**src/rtl/rv32_alu_pkg.sv**
```systemverilog
// Shared ALU op codes, opcodes and select encodings
// for the RV32IM ID->EX issue path.
package rv32_alu_pkg;

  localparam int OPW = 5;

  localparam logic [OPW-1:0] ALU_AND    = 5'd0;
  localparam logic [OPW-1:0] ALU_OR     = 5'd1;
  localparam logic [OPW-1:0] ALU_ADD    = 5'd2;
  localparam logic [OPW-1:0] ALU_SUB    = 5'd3;
  localparam logic [OPW-1:0] ALU_SLL    = 5'd4;
  localparam logic [OPW-1:0] ALU_SLT    = 5'd5;
  localparam logic [OPW-1:0] ALU_SLTU   = 5'd6;
  localparam logic [OPW-1:0] ALU_XOR    = 5'd7;
  localparam logic [OPW-1:0] ALU_SRL    = 5'd8;
  localparam logic [OPW-1:0] ALU_SRA    = 5'd9;
  localparam logic [OPW-1:0] ALU_MUL    = 5'd10;
  localparam logic [OPW-1:0] ALU_MULH   = 5'd11;
  localparam logic [OPW-1:0] ALU_MULHSU = 5'd12;
  localparam logic [OPW-1:0] ALU_MULHU  = 5'd13;
  localparam logic [OPW-1:0] ALU_DIV    = 5'd14;
  localparam logic [OPW-1:0] ALU_DIVU   = 5'd15;
  localparam logic [OPW-1:0] ALU_REM    = 5'd16;
  localparam logic [OPW-1:0] ALU_REMU   = 5'd17;

  localparam logic [6:0] OP_R      = 7'b0110011;
  localparam logic [6:0] OP_I      = 7'b0010011;
  localparam logic [6:0] OP_LUI    = 7'b0110111;
  localparam logic [6:0] OP_AUIPC  = 7'b0010111;
  localparam logic [6:0] OP_LOAD   = 7'b0000011;
  localparam logic [6:0] OP_STORE  = 7'b0100011;
  localparam logic [6:0] OP_JAL    = 7'b1101111;
  localparam logic [6:0] OP_JALR   = 7'b1100111;
  localparam logic [6:0] OP_BRANCH = 7'b1100011;

  localparam logic [6:0] F7_BASE = 7'b0000000;
  localparam logic [6:0] F7_ALT  = 7'b0100000;
  localparam logic [6:0] F7_MUL  = 7'b0000001;

  localparam logic [1:0] FWD_RS    = 2'b00;
  localparam logic [1:0] FWD_EXMEM = 2'b01;
  localparam logic [1:0] FWD_MEMWB = 2'b10;
  localparam logic [1:0] FWD_RS_2  = 2'b11;

  typedef enum logic [1:0] {
    A_ZERO, A_RS1, A_PC
  } a_sel_e;

  typedef enum logic [1:0] {
    B_ZERO, B_RS2, B_IMM, B_FOUR
  } b_sel_e;

  function automatic logic [OPW-1:0] base_op(
    input logic [2:0] f3,
    input logic       alt
  );
    logic [OPW-1:0] op;
    unique case (f3)
      3'b000:  op = alt ? ALU_SUB : ALU_ADD;
      3'b001:  op = ALU_SLL;
      3'b010:  op = ALU_SLT;
      3'b011:  op = ALU_SLTU;
      3'b100:  op = ALU_XOR;
      3'b101:  op = alt ? ALU_SRA : ALU_SRL;
      3'b110:  op = ALU_OR;
      default: op = ALU_AND;
    endcase
    return op;
  endfunction

endpackage

```
**src/rtl/alu_op_decode.sv**
```systemverilog
// Combinational opcode/funct decode into ALU op
// and operand source selects.
module alu_op_decode
  import rv32_alu_pkg::*;
(
  input  logic [6:0]     opcode,
  input  logic [2:0]     funct3,
  input  logic [6:0]     funct7,
  output logic [OPW-1:0] alu_op,
  output a_sel_e         a_sel,
  output b_sel_e         b_sel,
  output logic           illegal
);

  // decode; any illegal encoding collapses to ADD 0,0
  always_comb begin
    alu_op  = ALU_ADD;
    a_sel   = A_ZERO;
    b_sel   = B_ZERO;
    illegal = 1'b0;
    case (opcode)
      OP_R: begin
        a_sel = A_RS1;
        b_sel = B_RS2;
        if (funct7 == F7_MUL)
          alu_op = ALU_MUL + {2'b00, funct3};
        else if (funct7 == F7_BASE)
          alu_op = base_op(funct3, 1'b0);
        else if (funct7 == F7_ALT &&
                 (funct3 == 3'b000 ||
                  funct3 == 3'b101))
          alu_op = base_op(funct3, 1'b1);
        else
          illegal = 1'b1;
      end
      OP_I: begin
        a_sel = A_RS1;
        b_sel = B_IMM;
        case (funct3)
          3'b001: begin
            alu_op  = ALU_SLL;
            illegal = (funct7 != F7_BASE);
          end
          3'b101: begin
            if (funct7 == F7_BASE)
              alu_op = ALU_SRL;
            else if (funct7 == F7_ALT)
              alu_op = ALU_SRA;
            else
              illegal = 1'b1;
          end
          default:
            alu_op = base_op(funct3, 1'b0);
        endcase
      end
      OP_LUI: begin
        b_sel = B_IMM;
      end
      OP_AUIPC: begin
        a_sel = A_PC;
        b_sel = B_IMM;
      end
      OP_LOAD, OP_STORE: begin
        a_sel = A_RS1;
        b_sel = B_IMM;
      end
      OP_JAL, OP_JALR: begin
        a_sel = A_PC;
        b_sel = B_FOUR;
      end
      OP_BRANCH: begin
        a_sel  = A_RS1;
        b_sel  = B_RS2;
        alu_op = ALU_SUB;
      end
      default: illegal = 1'b1;
    endcase
    if (illegal) begin
      alu_op = ALU_ADD;
      a_sel  = A_ZERO;
      b_sel  = B_ZERO;
    end
  end

endmodule

```
**src/rtl/id_ex_alu_issue.sv**
```systemverilog
// ID->EX issue stage: forwarding, operand select
// and the stall/flush controlled pipeline register.
module id_ex_alu_issue
  import rv32_alu_pkg::*;
#(
  parameter int XLEN = 32
) (
  input  logic            CLK,
  input  logic            RESETN,
  input  logic            STALL,
  input  logic            FLUSH,
  input  logic            IN_VALID,
  input  logic [6:0]      OPCODE,
  input  logic [2:0]      FUNCT3,
  input  logic [6:0]      FUNCT7,
  input  logic [4:0]      RD_IN,
  input  logic [XLEN-1:0] PC_IN,
  input  logic [XLEN-1:0] RS1_DATA,
  input  logic [XLEN-1:0] RS2_DATA,
  input  logic [XLEN-1:0] IMM,
  input  logic [1:0]      FWD_A_SEL,
  input  logic [1:0]      FWD_B_SEL,
  input  logic [XLEN-1:0] EXMEM_RESULT,
  input  logic [XLEN-1:0] MEMWB_RESULT,
  output logic [XLEN-1:0] DATA1,
  output logic [XLEN-1:0] DATA2,
  output logic [OPW-1:0]  ALU_OPERATION,
  output logic [XLEN-1:0] STORE_DATA,
  output logic [4:0]      RD_OUT,
  output logic            OUT_VALID,
  output logic            ILLEGAL
);

  logic [OPW-1:0]  dec_op;
  a_sel_e          dec_a;
  b_sel_e          dec_b;
  logic            dec_ill;
  logic [XLEN-1:0] fwd_a, fwd_b;
  logic [XLEN-1:0] opnd_a, opnd_b;

  logic [XLEN-1:0] data1_d, data1_q;
  logic [XLEN-1:0] data2_d, data2_q;
  logic [OPW-1:0]  op_d, op_q;
  logic [XLEN-1:0] sdata_d, sdata_q;
  logic [4:0]      rd_d, rd_q;
  logic            valid_d, valid_q;
  logic            ill_d, ill_q;

  alu_op_decode u_dec (
    .opcode  (OPCODE),
    .funct3  (FUNCT3),
    .funct7  (FUNCT7),
    .alu_op  (dec_op),
    .a_sel   (dec_a),
    .b_sel   (dec_b),
    .illegal (dec_ill)
  );

  // forwarding muxes for rs1/rs2
  always_comb begin
    unique case (FWD_A_SEL)
      FWD_EXMEM: fwd_a = EXMEM_RESULT;
      FWD_MEMWB: fwd_a = MEMWB_RESULT;
      default:   fwd_a = RS1_DATA;
    endcase
    unique case (FWD_B_SEL)
      FWD_EXMEM: fwd_b = EXMEM_RESULT;
      FWD_MEMWB: fwd_b = MEMWB_RESULT;
      default:   fwd_b = RS2_DATA;
    endcase
  end

  // operand source muxes
  always_comb begin
    unique case (dec_a)
      A_RS1:   opnd_a = fwd_a;
      A_PC:    opnd_a = PC_IN;
      default: opnd_a = '0;
    endcase
    unique case (dec_b)
      B_RS2:   opnd_b = fwd_b;
      B_IMM:   opnd_b = IMM;
      B_FOUR:  opnd_b = XLEN'(4);
      default: opnd_b = '0;
    endcase
  end

  // next state: flush > stall > load
  always_comb begin
    data1_d = data1_q;
    data2_d = data2_q;
    op_d    = op_q;
    sdata_d = sdata_q;
    rd_d    = rd_q;
    valid_d = valid_q;
    ill_d   = ill_q;
    if (FLUSH) begin
      data1_d = '0;
      data2_d = '0;
      op_d    = ALU_ADD;
      sdata_d = '0;
      rd_d    = '0;
      valid_d = 1'b0;
      ill_d   = 1'b0;
    end else if (!STALL) begin
      data1_d = opnd_a;
      data2_d = opnd_b;
      op_d    = dec_op;
      sdata_d = fwd_b;
      rd_d    = RD_IN;
      valid_d = IN_VALID;
      ill_d   = IN_VALID & dec_ill;
    end
  end

  // pipeline register, async clear
  always_ff @(posedge CLK or negedge RESETN) begin
    if (!RESETN) begin
      data1_q <= '0;
      data2_q <= '0;
      op_q    <= '0;
      sdata_q <= '0;
      rd_q    <= '0;
      valid_q <= 1'b0;
      ill_q   <= 1'b0;
    end else begin
      data1_q <= data1_d;
      data2_q <= data2_d;
      op_q    <= op_d;
      sdata_q <= sdata_d;
      rd_q    <= rd_d;
      valid_q <= valid_d;
      ill_q   <= ill_d;
    end
  end

  assign DATA1         = data1_q;
  assign DATA2         = data2_q;
  assign ALU_OPERATION = op_q;
  assign STORE_DATA    = sdata_q;
  assign RD_OUT        = rd_q;
  assign OUT_VALID     = valid_q;
  assign ILLEGAL       = ill_q;

endmodule

```
**config.mk**
```make
export PLATFORM = sky130hd
export DESIGN_NAME = id_ex_alu_issue
export DESIGN_NICKNAME = d
export VERILOG_FILES = /design/src/rtl/rv32_alu_pkg.sv /design/src/rtl/alu_op_decode.sv /design/src/rtl/id_ex_alu_issue.sv
export SDC_FILE = /design/constraint.sdc
export NUM_CORES = 1
export LEC_CHECK = 0
export BUFFER_PORTS_ARGS = -buffer_cell sky130_fd_sc_hd__buf_4
export CAP_MARGIN = 10
export CORE_AREA = 5 5 127 129
export CTS_BUF_LIST = sky130_fd_sc_hd__clkbuf_8
export CTS_CLUSTER_DIAMETER = 40
export DETAILED_ROUTE_END_ITERATION = 7
export DIE_AREA = 0 0 132 134
export PLACE_DENSITY = 0.84
export REMOVE_ABC_BUFFERS = 1
export SLEW_MARGIN = 20
export SYNTH_ARGS = -nofsm -noshare
export SYNTH_HDL_FRONTEND = slang
export SYNTH_SLANG_ARGS = --single-unit
```
**constraint.sdc**
```tcl
create_clock -name CLK -period 1.1 [get_ports CLK]
set_clock_uncertainty 0.05 [all_clocks]
set_input_delay 0.055 -clock CLK [delete_from_list [all_inputs] [get_ports CLK]]
set_output_delay 0.055 -clock CLK [all_outputs]
set_load 0.02 [all_outputs]
```
==> metrics.md <==
| Metric | Value |
|---|---|
| Die area | 17690 um^2 |
| Slew Limit Fails | 0 |
| IO Pins | 331 |
| Least-Margin Pin Slew | 0.4881 ns |
| Die Width | 132 um |
| Worst min path class | input pin to register |
| Detail Route Antenna Nets | 0 |
| FFs w/ async S/R, synth | 100.0% |
| Crit-path max FO | 8 |
| Row count | 45 |
| CTS tree | done |
| Sequential area share after synthesis | 42.08% |
| DRC viols | 0 |
| Final HPWL DP | 20.80 mm |
| CTS clock-pin slew for the worst setup and hold paths | 0.12 ns |
| Status | complete, but fails checks |
| Global route total overflow | 0 |
| Startpoint types | input pin |
| H-tree levels | 3 |
| Largest area contributor in the netlist | dfrtp_1 |
| Most common cell in the netlist | nand2_1 |
| Post-synthesis cell type count | 50 |
| TritonCTS buffer count | 9 |
| Drt pass-1 iters | 7 |
| Most frequent cells after synthesis | nand2_1 (135), dfrtp_1 (108), a22oi_1 (96) |
| Avg Inst Size Synth | 8.552 um^2 |
| Largest cells by area after synthesis | dfrtp_1 (42%), a22oi_1 (11%), nand2_1 (7.9%) |
| WL/cell | 24.35 um |
| Hold_ws | 0.03104 ns |
| Cell area after synthesis | 6422 um^2 |
| Core area | 14920 um^2 |
| Root buffer cell | clkbuf_8 |
| Share of layout cells above drive strength 1 | 46.29% |
| Initial antenna violation count | 2 |
| Maximum root-to-sink buffer count | 2 |
| Setup Viol. Count Final | 71 |
| MaxCap Viol Count | 0 |
| Non-Filler Instances | 1445 |
| Drt initial violations | 1001 |
| Max VDD drop | 0.001277 V |
| CP arrival | 2.37 ns |
| First-pass GRT wire length | 48.42 mm |
| Via density | 6.125 |
| #FFs+latches synth | 108 |
| Clock Latency Late Sink | 0.38 ns |
| Largest net degree at the start of global routing | 35 |
| Via count | 8850 |
| Tcrit/Tclk final | 191.4% |
| CTS Sinks | 108 |
| Leak | 5.680 nW |
| Cells after DPL | 1297 |
| GPL Wtd Cong | 0.8811 |
| Critical path endpoint category | register |
| Failing checks | setup timing |
| Number of port buffers | 330 |
| Top FF cell, synth | dfrtp_1 |
| Final #Nets | 1482 |
| Total power | 9.602 mW |
| Vias in the first global route | 8690 |
| Critical path type | input pin to register |
| Area after DPL | 9826 um^2 |
| Setup TNS | -43.38 ns |
| Initial core utilization | 43.04% |
| RSZ-0062 raised after global routing | yes |
| Ys Warns | 0 |
| Number of flops mapped to enable cells by yosys | 0 |
| F_max | 475.0 MHz |
| Hold violation total from the final report | 0 |
| Overall die height | 134 um |
| Layout area overhead | 89.34% |
| Post-Syn Instances | 751 |
| Slew headroom | 67.21% |
| Worst endpoint required time | 1.37 ns |
| DRT Wirelength | 35.19 mm |
| Design area | 12160 um^2 |
| P per Cell Area | 789.6 nW/um^2 |
| Period minus WS final | 2.105 ns |
| Total GRT Usage | 34.33% |
| Area share of the largest cell type after synthesis | 42.08% |
| Setup WS post-layout | -1.005 ns |
## area by class of cell
class | count | area [um^2]
timing repair buffer | 552 | 4950
antenna | 2 | 5.005
fill | 792 | 2760
tap | 188 | 235.2
clock buffer | 9 | 123.9
sequential | 108 | 2703
inverter | 7 | 26.28
clock inverter | 6 | 50.05
multi-input combinational | 573 | 4068
## path summary, 6_finish.rpt
check / slack (ns) / endpoint / from / depth (start not counted)
worst min-delay path: 0.03 / DATA2[15] / RS2_DATA[15] / 4
worst max register to register: 0.04 / ALU_OPERATION[0] / ALU_OPERATION[0] / 4
max in group asynchronous: 0.39 / DATA1[23] / RESETN / 3
worst max-delay path: -1.01 / DATA1[24] / FUNCT7[0] / 10
worst min register to register: 0.45 / DATA1[27] / DATA1[27] / 2
min in group asynchronous: 0.09 / DATA1[20] / RESETN / 2
## cell usage in the layout (no fill, tap or decap), types with 3 or more instances in the layout
| cell | netlist | final |
|---|---|---|
| buf_4 | 3 | 388 |
| nand2_1 | 135 | 132 |
| dfrtp_1 | 108 | 108 |
| a22oi_1 | 96 | 95 |
| dlygate4sd3_1 | 0 | 88 |
| nor2_1 | 61 | 61 |
| o21ai_0 | 95 | 59 |
| buf_6 | 4 | 44 |
| o21ai_2 | 0 | 29 |
| mux2i_1 | 25 | 25 |
| buf_12 | 0 | 20 |
| and2_1 | 18 | 18 |
| a221o_1 | 18 | 18 |
| o21a_1 | 14 | 14 |
| a21oi_1 | 21 | 12 |
| o221ai_2 | 0 | 11 |
| clkbuf_8 | 0 | 9 |
| a21oi_2 | 0 | 8 |
| and3_4 | 0 | 8 |
| nand2b_1 | 8 | 7 |
| inv_1 | 7 | 6 |
| buf_8 | 0 | 5 |
| nor3_1 | 6 | 4 |
| nand3_1 | 8 | 4 |
| o21ai_4 | 0 | 4 |
| ha_1 | 8 | 4 |
| buf_16 | 0 | 4 |
| nor4_4 | 1 | 3 |
| o21ai_1 | 0 | 3 |
| ha_4 | 0 | 3 |
| clkinvlp_4 | 0 | 3 |
| clkbuf_16 | 0 | 3 |
## sequential cells by signal, indices dropped and copies added (netlist names)
signal         count
OUT_VALID          1
DATA1             32
ILLEGAL            1
RD_OUT             5
STORE_DATA        32
ALU_OPERATION      5
DATA2             32
## cells by family (layout without fill, tap and decap cells)
| kind of cell | after synthesis | after routing | synth area share, % |
|---|---|---|---|
| buffers and inverters | 76 | 574 | 5.182 |
| other | 0 | 2 | 0 |
| AOI/OAI and AO/OA | 277 | 277 | 29.34 |
| DFF | 108 | 108 | 42.08 |
| xor gates and xnor gates | 2 | 2 | 0.2728 |
| adders and majority gates | 8 | 8 | 1.559 |
| muxes | 25 | 25 | 3.896 |
| and+or+nand+nor | 255 | 261 | 17.67 |
## power by group
part	switching (mW)	internal (mW)
Sequential	0.0589	4.06
Combinational	1.58	1.59
Clock	1.48	0.840
Total	3.12	6.49
## critical path, cell delays in order
cell and delay, ns:
buf_4 0.13, buf_4 0.17, o21ai_0 0.31, nand2_1 0.13, and4bb_2 0.25, o21a_1 0.18, ha_1 0.30, or3_4 0.49
buf_16 0.19, o21ai_4 0.16
## metrics by stage
stage,util (%),worst slack (ns)
after global placement,65.85,-1.295
after CTS,76.04,-0.8859
after floorplan,-,-1.709
final,81.50,-1.005
after detailed placement,65.85,-1.451
after global routing,81.50,-1.045
## repair_timing
| action | in CTS | in global routing |
|---|---|---|
| gates resized for setup | 95 | 118 |
| endpoints found under the setup margin | 75 | 131 |
| gates cloned | 9 | 4 |
| pin swaps | 36 | 58 |
| hold buffers | 87 | 1 |
| buffers inserted | 4 | 33 |
| endpoints found under the hold margin | 179 | 1 |
## routing by layer
metal	share of wire (%)	GRT usage, %	up-vias
met1	34	39.71	4137
met2	48	58.96	742
met3	10	8.852	207
li1	-	-	3764
met4	6.8	17.26	0
met5	0	0	-
(Power assumes the default switching activity.)
